$ cat config.mk
export PLATFORM = sky130hd
export DESIGN_NAME = shift_sright_arbiter
export DESIGN_NICKNAME = d
export VERILOG_FILES = /design/src/rtl/shift_sright_arbiter.sv
export SDC_FILE = /design/constraint.sdc
export NUM_CORES = 1
export LEC_CHECK = 0
export ABC_AREA = 1
export CORE_ASPECT_RATIO = 1.75
export CORE_MARGIN = 2
export CORE_UTILIZATION = 47
export CTS_CLUSTER_DIAMETER = 150
export DETAILED_ROUTE_END_ITERATION = 16
export PLACE_DENSITY = 0.9
export SYNTH_ARGS = -nofsm -noshare
export SYNTH_HDL_FRONTEND = slang
export SYNTH_SLANG_ARGS = --single-unit
$ cat constraint.sdc
create_clock -name clk -period 3.73 [get_ports clk]
set_input_delay 0.746 -clock clk [delete_from_list [all_inputs] [get_ports clk]]
set_output_delay 0.746 -clock clk [all_outputs]
set_load 0.005 [all_outputs]
$ cat src/rtl/shift_sright_arbiter.sv
// Round-robin arbiter sharing one arithmetic right barrel shifter among NPorts requesters.
// Optional SHIFT_SRIGHT_ARB_LOGICAL_EN adds a per-request logical (zero-fill) mode via req_lgc.

module shift_sright_barrel #(
    parameter int Bits   = 64,
    parameter int ShBits = 6
) (
    input  logic [Bits-1:0]   a,
    input  logic [ShBits-1:0] sh,
    input  logic              fill,
    output logic [Bits-1:0]   y
);
    logic [ShBits:0][Bits-1:0] stg;

    assign stg[0] = a;

    // Stage s conditionally shifts by 2**s, injecting the fill bit at the top.
    for (genvar s = 0; s < ShBits; s++) begin : g_stage
        localparam int D = 1 << s;
        assign stg[s+1] = sh[s] ? {{D{fill}}, stg[s][Bits-1:D]} : stg[s];
    end

    assign y = stg[ShBits];
endmodule

module shift_sright_arbiter #(
    parameter int Bits   = 64,
    parameter int NPorts = 4
) (
    input  logic                              clk,
    input  logic                              reset,
    input  logic [NPorts-1:0]                 req_valid,
    output logic [NPorts-1:0]                 req_retry,
    input  logic [NPorts*Bits-1:0]            req_a,
    input  logic [NPorts*$clog2(Bits)-1:0]    req_sh,
`ifdef SHIFT_SRIGHT_ARB_LOGICAL_EN
    input  logic [NPorts-1:0]                 req_lgc,
`endif
    output logic                              res_valid,
    input  logic                              res_retry,
    output logic [Bits-1:0]                   res_b,
    output logic [$clog2(NPorts)-1:0]         res_id
);
    localparam int ShBits = $clog2(Bits);
    localparam int IdBits = $clog2(NPorts);

    logic [NPorts-1:0][Bits-1:0]   a_arr;
    logic [NPorts-1:0][ShBits-1:0] sh_arr;

    for (genvar p = 0; p < NPorts; p++) begin : g_unpack
        assign a_arr[p]  = req_a[p*Bits +: Bits];
        assign sh_arr[p] = req_sh[p*ShBits +: ShBits];
    end

    logic              res_valid_q, res_valid_d;
    logic [Bits-1:0]   res_b_q, res_b_d;
    logic [IdBits-1:0] res_id_q, res_id_d;
    logic [IdBits-1:0] ptr_q, ptr_d;

    logic              free;
    logic              grant_any;
    logic [IdBits-1:0] grant_idx;
    logic [IdBits-1:0] scan_idx;
    logic [NPorts-1:0] grant;

    assign free = !res_valid_q || !res_retry;

    // Scan from the pointer; power-of-two NPorts lets the index wrap for free.
    // Gating with reset keeps req_retry all-ones while reset is held.
    always_comb begin
        grant     = '0;
        grant_any = 1'b0;
        grant_idx = '0;
        scan_idx  = '0;
        if (free && !reset) begin
            for (int k = 0; k < NPorts; k++) begin
                scan_idx = ptr_q + IdBits'(k);
                if (!grant_any && req_valid[scan_idx]) begin
                    grant_any = 1'b1;
                    grant_idx = scan_idx;
                end
            end
        end
        if (grant_any) grant[grant_idx] = 1'b1;
    end

    assign req_retry = ~grant;

    logic [Bits-1:0]   sel_a;
    logic [ShBits-1:0] sel_sh;
    logic              sel_lgc;
    logic              fill;
    logic [Bits-1:0]   shifted;

    assign sel_a  = a_arr[grant_idx];
    assign sel_sh = sh_arr[grant_idx];
`ifdef SHIFT_SRIGHT_ARB_LOGICAL_EN
    assign sel_lgc = req_lgc[grant_idx];
`else
    assign sel_lgc = 1'b0;
`endif
    assign fill = sel_a[Bits-1] & ~sel_lgc;

    shift_sright_barrel #(
        .Bits   (Bits),
        .ShBits (ShBits)
    ) u_shift (
        .a    (sel_a),
        .sh   (sel_sh),
        .fill (fill),
        .y    (shifted)
    );

    always_comb begin
        res_valid_d = res_valid_q;
        res_b_d     = res_b_q;
        res_id_d    = res_id_q;
        ptr_d       = ptr_q;
        if (grant_any) begin
            res_valid_d = 1'b1;
            res_b_d     = shifted;
            res_id_d    = grant_idx;
            ptr_d       = grant_idx + 1'b1;
        end else if (free) begin
            // Slot drains; data and id keep their last values.
            res_valid_d = 1'b0;
        end
    end

    always_ff @(posedge clk or posedge reset) begin
        if (reset) begin
            res_valid_q <= 1'b0;
            res_b_q     <= '0;
            res_id_q    <= '0;
            ptr_q       <= '0;
        end else begin
            res_valid_q <= res_valid_d;
            res_b_q     <= res_b_d;
            res_id_q    <= res_id_d;
            ptr_q       <= ptr_d;
        end
    end

    assign res_valid = res_valid_q;
    assign res_b     = res_b_q;
    assign res_id    = res_id_q;
endmodule

==> results.json, run 1 <==
{
  "crit_family": "simple AND/OR/NAND/NOR gates",
  "layout_min_cycle_time_ps": 3590,
  "syn_nets": 2194,
  "min_from": "res_b[16]",
  "criticalPathCategory": "flip-flop to flip-flop",
  "drtIter0Drc": 1620,
  "final_layout_size_suffix_gt1_share_pct": 11.3,
  "start_util_pct": 48.1,
  "yosysSeqAreaShare_pct": 17.2,
  "nNetsFinal": 2538,
  "status": "finished, final reports clean",
  "wirelength_um": 48200,
  "crit_path_cell_trace": "inv_2, nand2_1, nand2_2, nand2_1, nand2_1, nor2_4, nand3_4, nand2_4, nand3_4, buf_6, buf_12, nand2_1, nand3_2, nand2_8, buf_12, nand2_1, nand3_1, nand3_1, nand3_1, nand3_1, nand3_2, nand2_1, nand2_1, nand2_1",
  "post-route-period-util_pct": 96.2,
  "io_buffers": 357,
  "cts-root-buf": "clkbuf_16",
  "area_growth_pct": 52.6,
  "num_io_pins": 358,
  "ys_ff_latch": 69,
  "path_max_fanout": 21,
  "gr-usage-all-layers_pct": 39.1,
  "dr.pass1.iters": 6,
  "slew_violations": 0,
  "grt_pass1_wl_um": 70800,
  "gp_congestion": 1.04,
  "dpl.cell_count": 2469,
  "num_rows": 70,
  "synth_ff_type": "dfrtp_1",
  "cp_common_cell": "nand2_1",
  "num_vias": 15256,
  "hpwl_um": 36400,
  "cp_slowest_cell": "dfrtp_2",
  "stdcell_count": 2506,
  "coreArea_um2": 20900,
  "path_clk_slew_ps": 60,
  "cp_data_required_time_ps": 3940,
  "syn_avg_cell_area_um2": 5.29,
  "die_h_um": 198,
  "cts_tree": "done",
  "routedWlPerCell_um": 19.2,
  "finClkSkew_ps": 6.09,
  "grt-ovfl-total": 0,
  "antenna_found_initial": 2,
  "finalHoldViolCount": 0,
  "slew_headroom_pct": 43.0,
  "cp-start-kind": "flip-flop",
  "max_stage_delay_ps": 550,
  "cts_buffers": 9,
  "hold_depth": 2,
  "postCtsHoldBufs": 0,
  "drc": 0,
  "async_reset_ff_share_pct": 100,
  "max_freq_mhz": 279,
  "dieArea_um2": 22700,
  "clkSinkCount": 69,
  "end_kind": "flip-flop",
  "drv_cap": 0,
  "cts_buffer_depth": 2,
  "netlist_instances": 1903,
  "die_x_um": 115,
  "synth.distinct_cells": 28,
  "critPathArrivalTime_ps": 3800,
  "cp_num_cells": 24,
  "tightest_slew_ps": 856,
  "yosys_warnings": 0,
  "hold_path_class": "flip-flop to flip-flop",
  "cts.htree.levels": 3,
  "cp.buffers_inverters": 4,
  "routed_via_density": 6.09,
  "ant_nets": 0,
  "startpoint": "ptr_q[0]",
  "synth-edff-count": 0,
  "netlist_area_um2": 10100,
  "setup_viol": 0,
  "grt_max_degree": 78,
  "insertion_delay_ps": 330,
  "grt_pass1_vias": 13993,
  "r2r_start": "ptr_q[0]",
  "rr_worst_depth": 24
}
flip-flops by register name (all words and copies together), names as in the netlist:
register and count:
res_id 2, ptr_q 2, res_b 64, res_valid 1
cell usage after synthesis, types with 2 or more instances:
master / instances / area share [%]
nand2_1: 852 / 32
nand3_1: 543 / 27
nand4_1: 132 / 8.2
buf_2: 86 / 4.3
dfrtp_1: 69 / 17
clkbuf_1: 48 / 1.8
nor2_1: 35 / 1.3
a21oi_1: 34 / 1.7
inv_1: 29 / 1.1
buf_4: 18 / 1.3
inv_2: 10 / 0.37
buf_6: 7 / 0.78
nand2_2: 6 / 0.37
buf_1: 5 / 0.19
ha_1: 4 / 0.50
nand3_2: 4 / 0.40
o21ai_1: 4 / 0.20
o211ai_1: 3 / 0.22
o21ai_0: 3 / 0.15
a32oi_2: 2 / 0.32
nand2_4: 2 / 0.22
per-stage QoR:
step                area, um2  TNS [ps]  utilization [%]  hold WS, ps  setup WS [ps]
CTS                     14700     -39.3             70.2          486          -39.3
floorplan               10100         0                -          472            293
finish                  15400         0             73.4          487            140
global route            15400      -200             73.4          510          -31.2
detailed placement      14400    -10050             68.8          467           -261
global placement        14400     -3180             68.8          462           -182
layout make-up:
cell class                 instances  area [um2]
timing repair buffer             497        5210
clock buffer                      10         239
clock inverter                     6        37.5
fill                            1721        5570
antenna                            2        5.00
multi-input combinational       1630        7670
sequential                        69        1730
inverter                          40         155
tap                              252         315
layout by cell type (no fill, tap or decap), types with 4 or more instances in the layout:
cell type	Yosys	layout
a21oi_1	34	32
nor2_1	35	33
dfrtp_1	69	68
nand3_4	1	4
clkdlybuf4s50_1	0	349
nand2_1	852	824
buf_12	0	30
buf_6	7	7
clkbuf_16	0	18
inv_1	29	23
nand3_2	4	31
dlymetal6s2s_1	0	5
buf_4	18	93
nand4_1	132	132
ha_1	4	4
inv_2	10	16
clkinv_2	0	4
nand3_1	543	513
nand2_4	2	5
nand2_2	6	29
per-layer routing:
layer  vias up  share of wire [%]  track usage [%]  routed length (um)
met5         -                  0                0                   0
li1       7111                  -                -                   -
met3       209                7.7             4.48                3720
met1      6939                 35             44.9               17000
met2       997                 49             68.2               23700
met4         0                7.7             24.1                3730
path summary, 6_finish.rpt:
kind,endpoint,slack (ps)
hold reg to reg,res_b[16],490
min in group asynchronous,ptr_q[1],1150
hold / removal,res_b[16],490
setup / recovery,res_b[29],140
setup reg to reg,res_b[29],140
max in group asynchronous,ptr_q[0],1990
tightest hold or removal path, stage by stage, from the launching register on:
cell and delay, ps:
dfrtp_1 350, nand2_1 50, nand2_1 50
cell families (layout without fill, tap and decap cells):
logic type	count (synthesis)	in the layout	share of synthesized area, %
simple gates	1577	1577	69.6
fa+ha+maj	4	4	0.497
flops	69	69	17.2
compound gates	49	49	2.86
other cells	0	2	0
buf+inv	204	553	9.87
repair_timing:
item | in CTS | in global routing
setup endpoints to repair | 4 | 63
resized for setup | 8 | 90
gates cloned | 0 | 12
buffers inserted | 2 | 5
pin swaps | 3 | 9
hold endpoints to repair | 0 | 0
Power of run 1 is not shown: default switching activity piles up to over one toggle a cycle in this logic, so the estimate is an artifact.
==> run 2, diff against run 1 <==
CELL_PAD_IN_SITES_DETAIL_PLACEMENT = 1   (was default)
CELL_PAD_IN_SITES_GLOBAL_PLACEMENT = 2   (was default)
CORE_UTILIZATION = 22   (was 47)
CTS_CLUSTER_DIAMETER = default   (was 150)
==> results.json, run 2 (synthesis results as in run 1) <==
{
  "criticalPathCategory": "primary input to flip-flop",
  "largest_register_ffs": 64,
  "die_h_um": 287,
  "max_freq_mhz": 276,
  "grt_use_met3_pct": 2.63,
  "cts_tree": "done",
  "placed_cell_area_um2": 15400,
  "min_from": "res_b[0]",
  "path_max_fanout": 12,
  "drc": 0,
  "hold_depth": 2,
  "io_buffers": 357,
  "hold_path_class": "flip-flop to flip-flop",
  "cts_buffer_depth": 2,
  "rr_worst_depth": 23,
  "clkSinkCount": 69,
  "cts_buffers": 9,
  "num_io_pins": 358,
  "ant_nets": 0,
  "path_clk_slew_ps": 60,
  "cp_common_cell": "nand3_1",
  "layout_commonest_cell": "nand2_1",
  "crit_path_cell_trace": "clkdlybuf4s50_1, inv_2, nand2_2, nand3_2, nand2_4, nor2_4, nand3_4, nand2_4, nand3_4, buf_12, buf_4, o211ai_4, nand2_4, buf_12, buf_4, nand3_1, nand3_1, nand3_1, nand3_1, nand3_1, nand2_1, nand2_1, nand2_1",
  "setup_ws_ps": 105,
  "cp_slowest_cell": "clkdlybuf4s50_1",
  "dieArea_um2": 47600,
  "crit_family": "simple AND/OR/NAND/NOR gates",
  "pre_cts_ws_ps": -407,
  "critPathArrivalTime_ps": 3870,
  "final_layout_size_suffix_gt1_share_pct": 16.2,
  "met1_usage_pct": 26.7,
  "wirelength_um": 61200,
  "worst_r2r_endpoint": "res_b[4]",
  "layout_common_cells": "814 x nand2_1, 471 x nand3_1, 351 x clkdlybuf4s50_1",
  "grt_pass1_vias": 15592,
  "hpwl_um": 49600,
  "antenna_found_initial": 2,
  "gr-usage-all-layers_pct": 23.7,
  "finClkSkew_ps": 8.02,
  "setup_viol": 0,
  "drtIter0Drc": 819,
  "design_area_um2": 16700,
  "layout_min_cycle_time_ps": 3620,
  "routed_via_density": 5.23,
  "num_vias": 15168,
  "routedWlPerCell_um": 21.1,
  "area_growth_pct": 65.7,
  "drv_cap": 0,
  "insertion_delay_ps": 350,
  "cp-start-kind": "primary input",
  "cts.htree.levels": 3,
  "cts-root-buf": "clkbuf_16",
  "nNetsFinal": 2607,
  "status": "finished, final reports clean",
  "cp_data_required_time_ps": 3980,
  "whs_ps": 479,
  "dr.pass1.iters": 5,
  "gp_congestion": 0.934,
  "die_x_um": 166,
  "post-route-period-util_pct": 97.2,
  "r2r_start": "ptr_q[0]",
  "postCtsHoldBufs": 0,
  "cp.buffers_inverters": 6,
  "start_util_pct": 22.3,
  "grt-ovfl-total": 0,
  "slew_headroom_pct": 50.4,
  "tightest_slew_ps": 743,
  "min_to": "res_b[0]",
  "end_kind": "flip-flop",
  "slew_violations": 0,
  "max_stage_delay_ps": 440,
  "coreArea_um2": 45100,
  "grt_pass1_wl_um": 88900,
  "r2r_slack_ps": 200,
  "use_met2_pct": 43.3,
  "grt.busiest_layer": "met2",
  "finalHoldViolCount": 0,
  "num_rows": 103,
  "grt_max_degree": 67,
  "setup_tns_ps": 0
}
==> run 2: cell types whose count changed in the layout (fill, tap and decap cells not counted), moves of 3 or more <==
cell            before  now
buf_4               93  151
nand2_1            824  814
clkinv_2             4    0
buf_12              30   37
nand2_2             29   38
nand3_1            513  471
dlymetal6s2s_1       5    2
nand2_4              5    8
nand3_2             31   75
==> run 2: cell type report <==
type                       count  area (um2)
antenna                        3        7.51
clock inverter                 5        85.1
multi-input combinational   1631        7910
clock buffer                  11         233
sequential                    69        1730
timing repair buffer         565        5830
fill                        5870       28400
inverter                      40         160
tap                          577         722
==> run 2: tightest hold or removal path, stage by stage, from the launching register on <==
cell and delay [ps]:
dfrtp_1 340, nand2_1 60, nand2_1 50
==> run 2: metrics by stage <==
step                      cells  utilization [%]
final                      2901             37.0
after global routing       2900             37.0
after CTS                  2881             35.0
after detailed placement   2865             34.2
after global placement     2865             34.2
after floorplan            1903                -
==> run 2: layer usage <==
metal	wire, um	vias up
met5	0	-
met1	23400	7278
met4	3310	0
met3	2380	145
li1	-	7250
met2	32200	495
==> run 2: worst max-delay path by stage <==
stage / to / depth (start not counted) / startpoint / slack, ps
after global routing: res_b[1] / 26 / req_valid[2] / -50
after floorplan: req_retry[0] / 9 / res_retry / 290
after CTS: res_b[20] / 23 / req_valid[1] / 4
after detailed placement: res_b[20] / 23 / req_valid[1] / -410
final: res_b[4] / 23 / req_valid[2] / 110
after global placement: res_b[20] / 23 / req_valid[3] / -320
==> run 2: repair_timing <==
action,in CTS,in global routing
pin swaps,5,16
gates cloned,0,12
endpoints found under the hold margin,0,0
resized for setup,12,140
endpoints found under the setup margin,8,60
setup buffers,0,5
Power of run 2 is left out for the same reason.
==> run 3, diff against run 2 <==
CORE_MARGIN = 3   (was 2)
TNS_END_PERCENT = 20   (was default)
==> results.json, run 3 (synthesis results as in run 1) <==
{
  "fillCellCount": 5808,
  "design_area_um2": 16500,
  "cts_buffer_depth": 2,
  "slew_headroom_pct": 50.2,
  "grt-ovfl-total": 0,
  "setup_ws_ps": 179,
  "criticalPathCategory": "primary input to flip-flop",
  "placed_cell_area_um2": 15500,
  "routed_via_density": 5.25,
  "finClkSkew_ps": 7.75,
  "cp-start-kind": "primary input",
  "grt_pass1_wl_um": 89600,
  "slew_violations": 0,
  "ant_nets": 0,
  "path_max_fanout": 13,
  "start_util_pct": 22.3,
  "io_buffers": 357,
  "dieArea_um2": 48500,
  "final_layout_size_suffix_gt1_share_pct": 16.2,
  "path_clk_slew_ps": 60,
  "grt_pass1_vias": 15724,
  "die_h_um": 289,
  "cts_tree": "done",
  "largest_register_ffs": 64,
  "coreArea_um2": 45200,
  "grt_max_degree": 67,
  "end_kind": "flip-flop",
  "wirelength_um": 60800,
  "setup_viol": 0,
  "dr.pass1.iters": 5,
  "max_freq_mhz": 282,
  "critPathArrivalTime_ps": 3790,
  "status": "finished, final reports clean",
  "antenna_found_initial": 0,
  "cts.htree.levels": 3,
  "nNetsFinal": 2602,
  "insertion_delay_ps": 350,
  "drc": 0,
  "tightest_slew_ps": 747,
  "cts-root-buf": "clkbuf_16",
  "num_io_pins": 358,
  "area_growth_pct": 64.1,
  "routedWlPerCell_um": 21.0,
  "hpwl_um": 48900,
  "num_rows": 103,
  "die_x_um": 168,
  "num_vias": 15183,
  "drv_cap": 0,
  "layout_common_cells": "806 x nand2_1, 474 x nand3_1, 350 x clkdlybuf4s50_1",
  "clkSinkCount": 69,
  "cts_buffers": 9,
  "drtIter0Drc": 868,
  "layout_commonest_cell": "nand2_1",
  "hold_path_class": "flip-flop to flip-flop",
  "gr-usage-all-layers_pct": 23.4,
  "post-route-period-util_pct": 95.2,
  "pre_cts_ws_ps": -530,
  "layout_min_cycle_time_ps": 3550,
  "final_util_pct": 36.5,
  "gp_congestion": 0.943,
  "cp_data_required_time_ps": 3960,
  "finalHoldViolCount": 0
}
-- run 3: final cells by class --
class / instances / area (um2) / area share (%)
inverters: 40 / 153 / 0.924
diodes: 2 / 5.00 / 0.0303
flip-flops and latches: 69 / 1730 / 10.5
well taps: 577 / 722 / 4.37
repair buffers: 561 / 5740 / 34.8
multi-input cells: 1630 / 7870 / 47.6
clock buffers: 10 / 239 / 1.45
clock inverters: 5 / 60.1 / 0.364
-- run 3: metal layers --
| metal | up-vias | part of all wire (%) | track usage [%] |
|---|---|---|---|
| li1 | 7239 | - | - |
| met1 | 7367 | 38 | 26.8 |
| met3 | 124 | 3.5 | 1.58 |
| met4 | 0 | 5.0 | 9.62 |
| met5 | - | 0 | 0 |
| met2 | 453 | 53 | 44.5 |
-- run 3: what timing repair did --
| action | 4_1_cts | 5_1_grt |
|---|---|---|
| gates resized for setup | 22 | 116 |
| gates cloned | 2 | 4 |
| endpoints found under the hold margin | 0 | 0 |
| pin swaps | 4 | 8 |
| hold buffers | 0 | 0 |
| buffers inserted | 4 | 1 |
| setup endpoints to repair | 20 | 66 |
-- run 3: stage by stage --
step	cells	setup TNS, ps	hold WS, ps
final	2894	0	479
after global routing	2892	-9.29	515
after CTS	2887	0	485
after detailed placement	2867	-19460	469
after global placement	2867	-11100	466
after floorplan	1903	0	472
-- run 3: final timing paths --
| kind | start | end | slack [ps] | cells past startpoint |
|---|---|---|---|---|
| setup / recovery | req_valid[3] | res_b[9] | 180 | 23 |
| setup reg to reg | ptr_q[1] | res_b[9] | 200 | 23 |
| max in group asynchronous | reset | res_b[9] | 2210 | 3 |
| hold / removal | res_b[6] | res_b[6] | 480 | 2 |
| hold reg to reg | res_b[6] | res_b[6] | 480 | 2 |
| min in group asynchronous | reset | res_valid | 850 | 2 |
-- run 3: worst max-delay path, stage by stage --
cell           delay (ps)
dlygate4sd2_1         260
inv_2                  70
nand2_2                70
nand3_2               110
nand2_4                80
nor2_4                160
nand3_4               100
nand2_4               110
nand3_4               100
buf_8                 150
buf_4                 160
o211ai_2              220
nand2_4               160
buf_12                190
buf_4                 150
nand3_1               140
nand3_1               160
nand3_1               150
nand2_1                70
nand2_1               100
nand3_2               120
nand3_1               110
nand2_1                60
Power of run 3 is left out for the same reason.
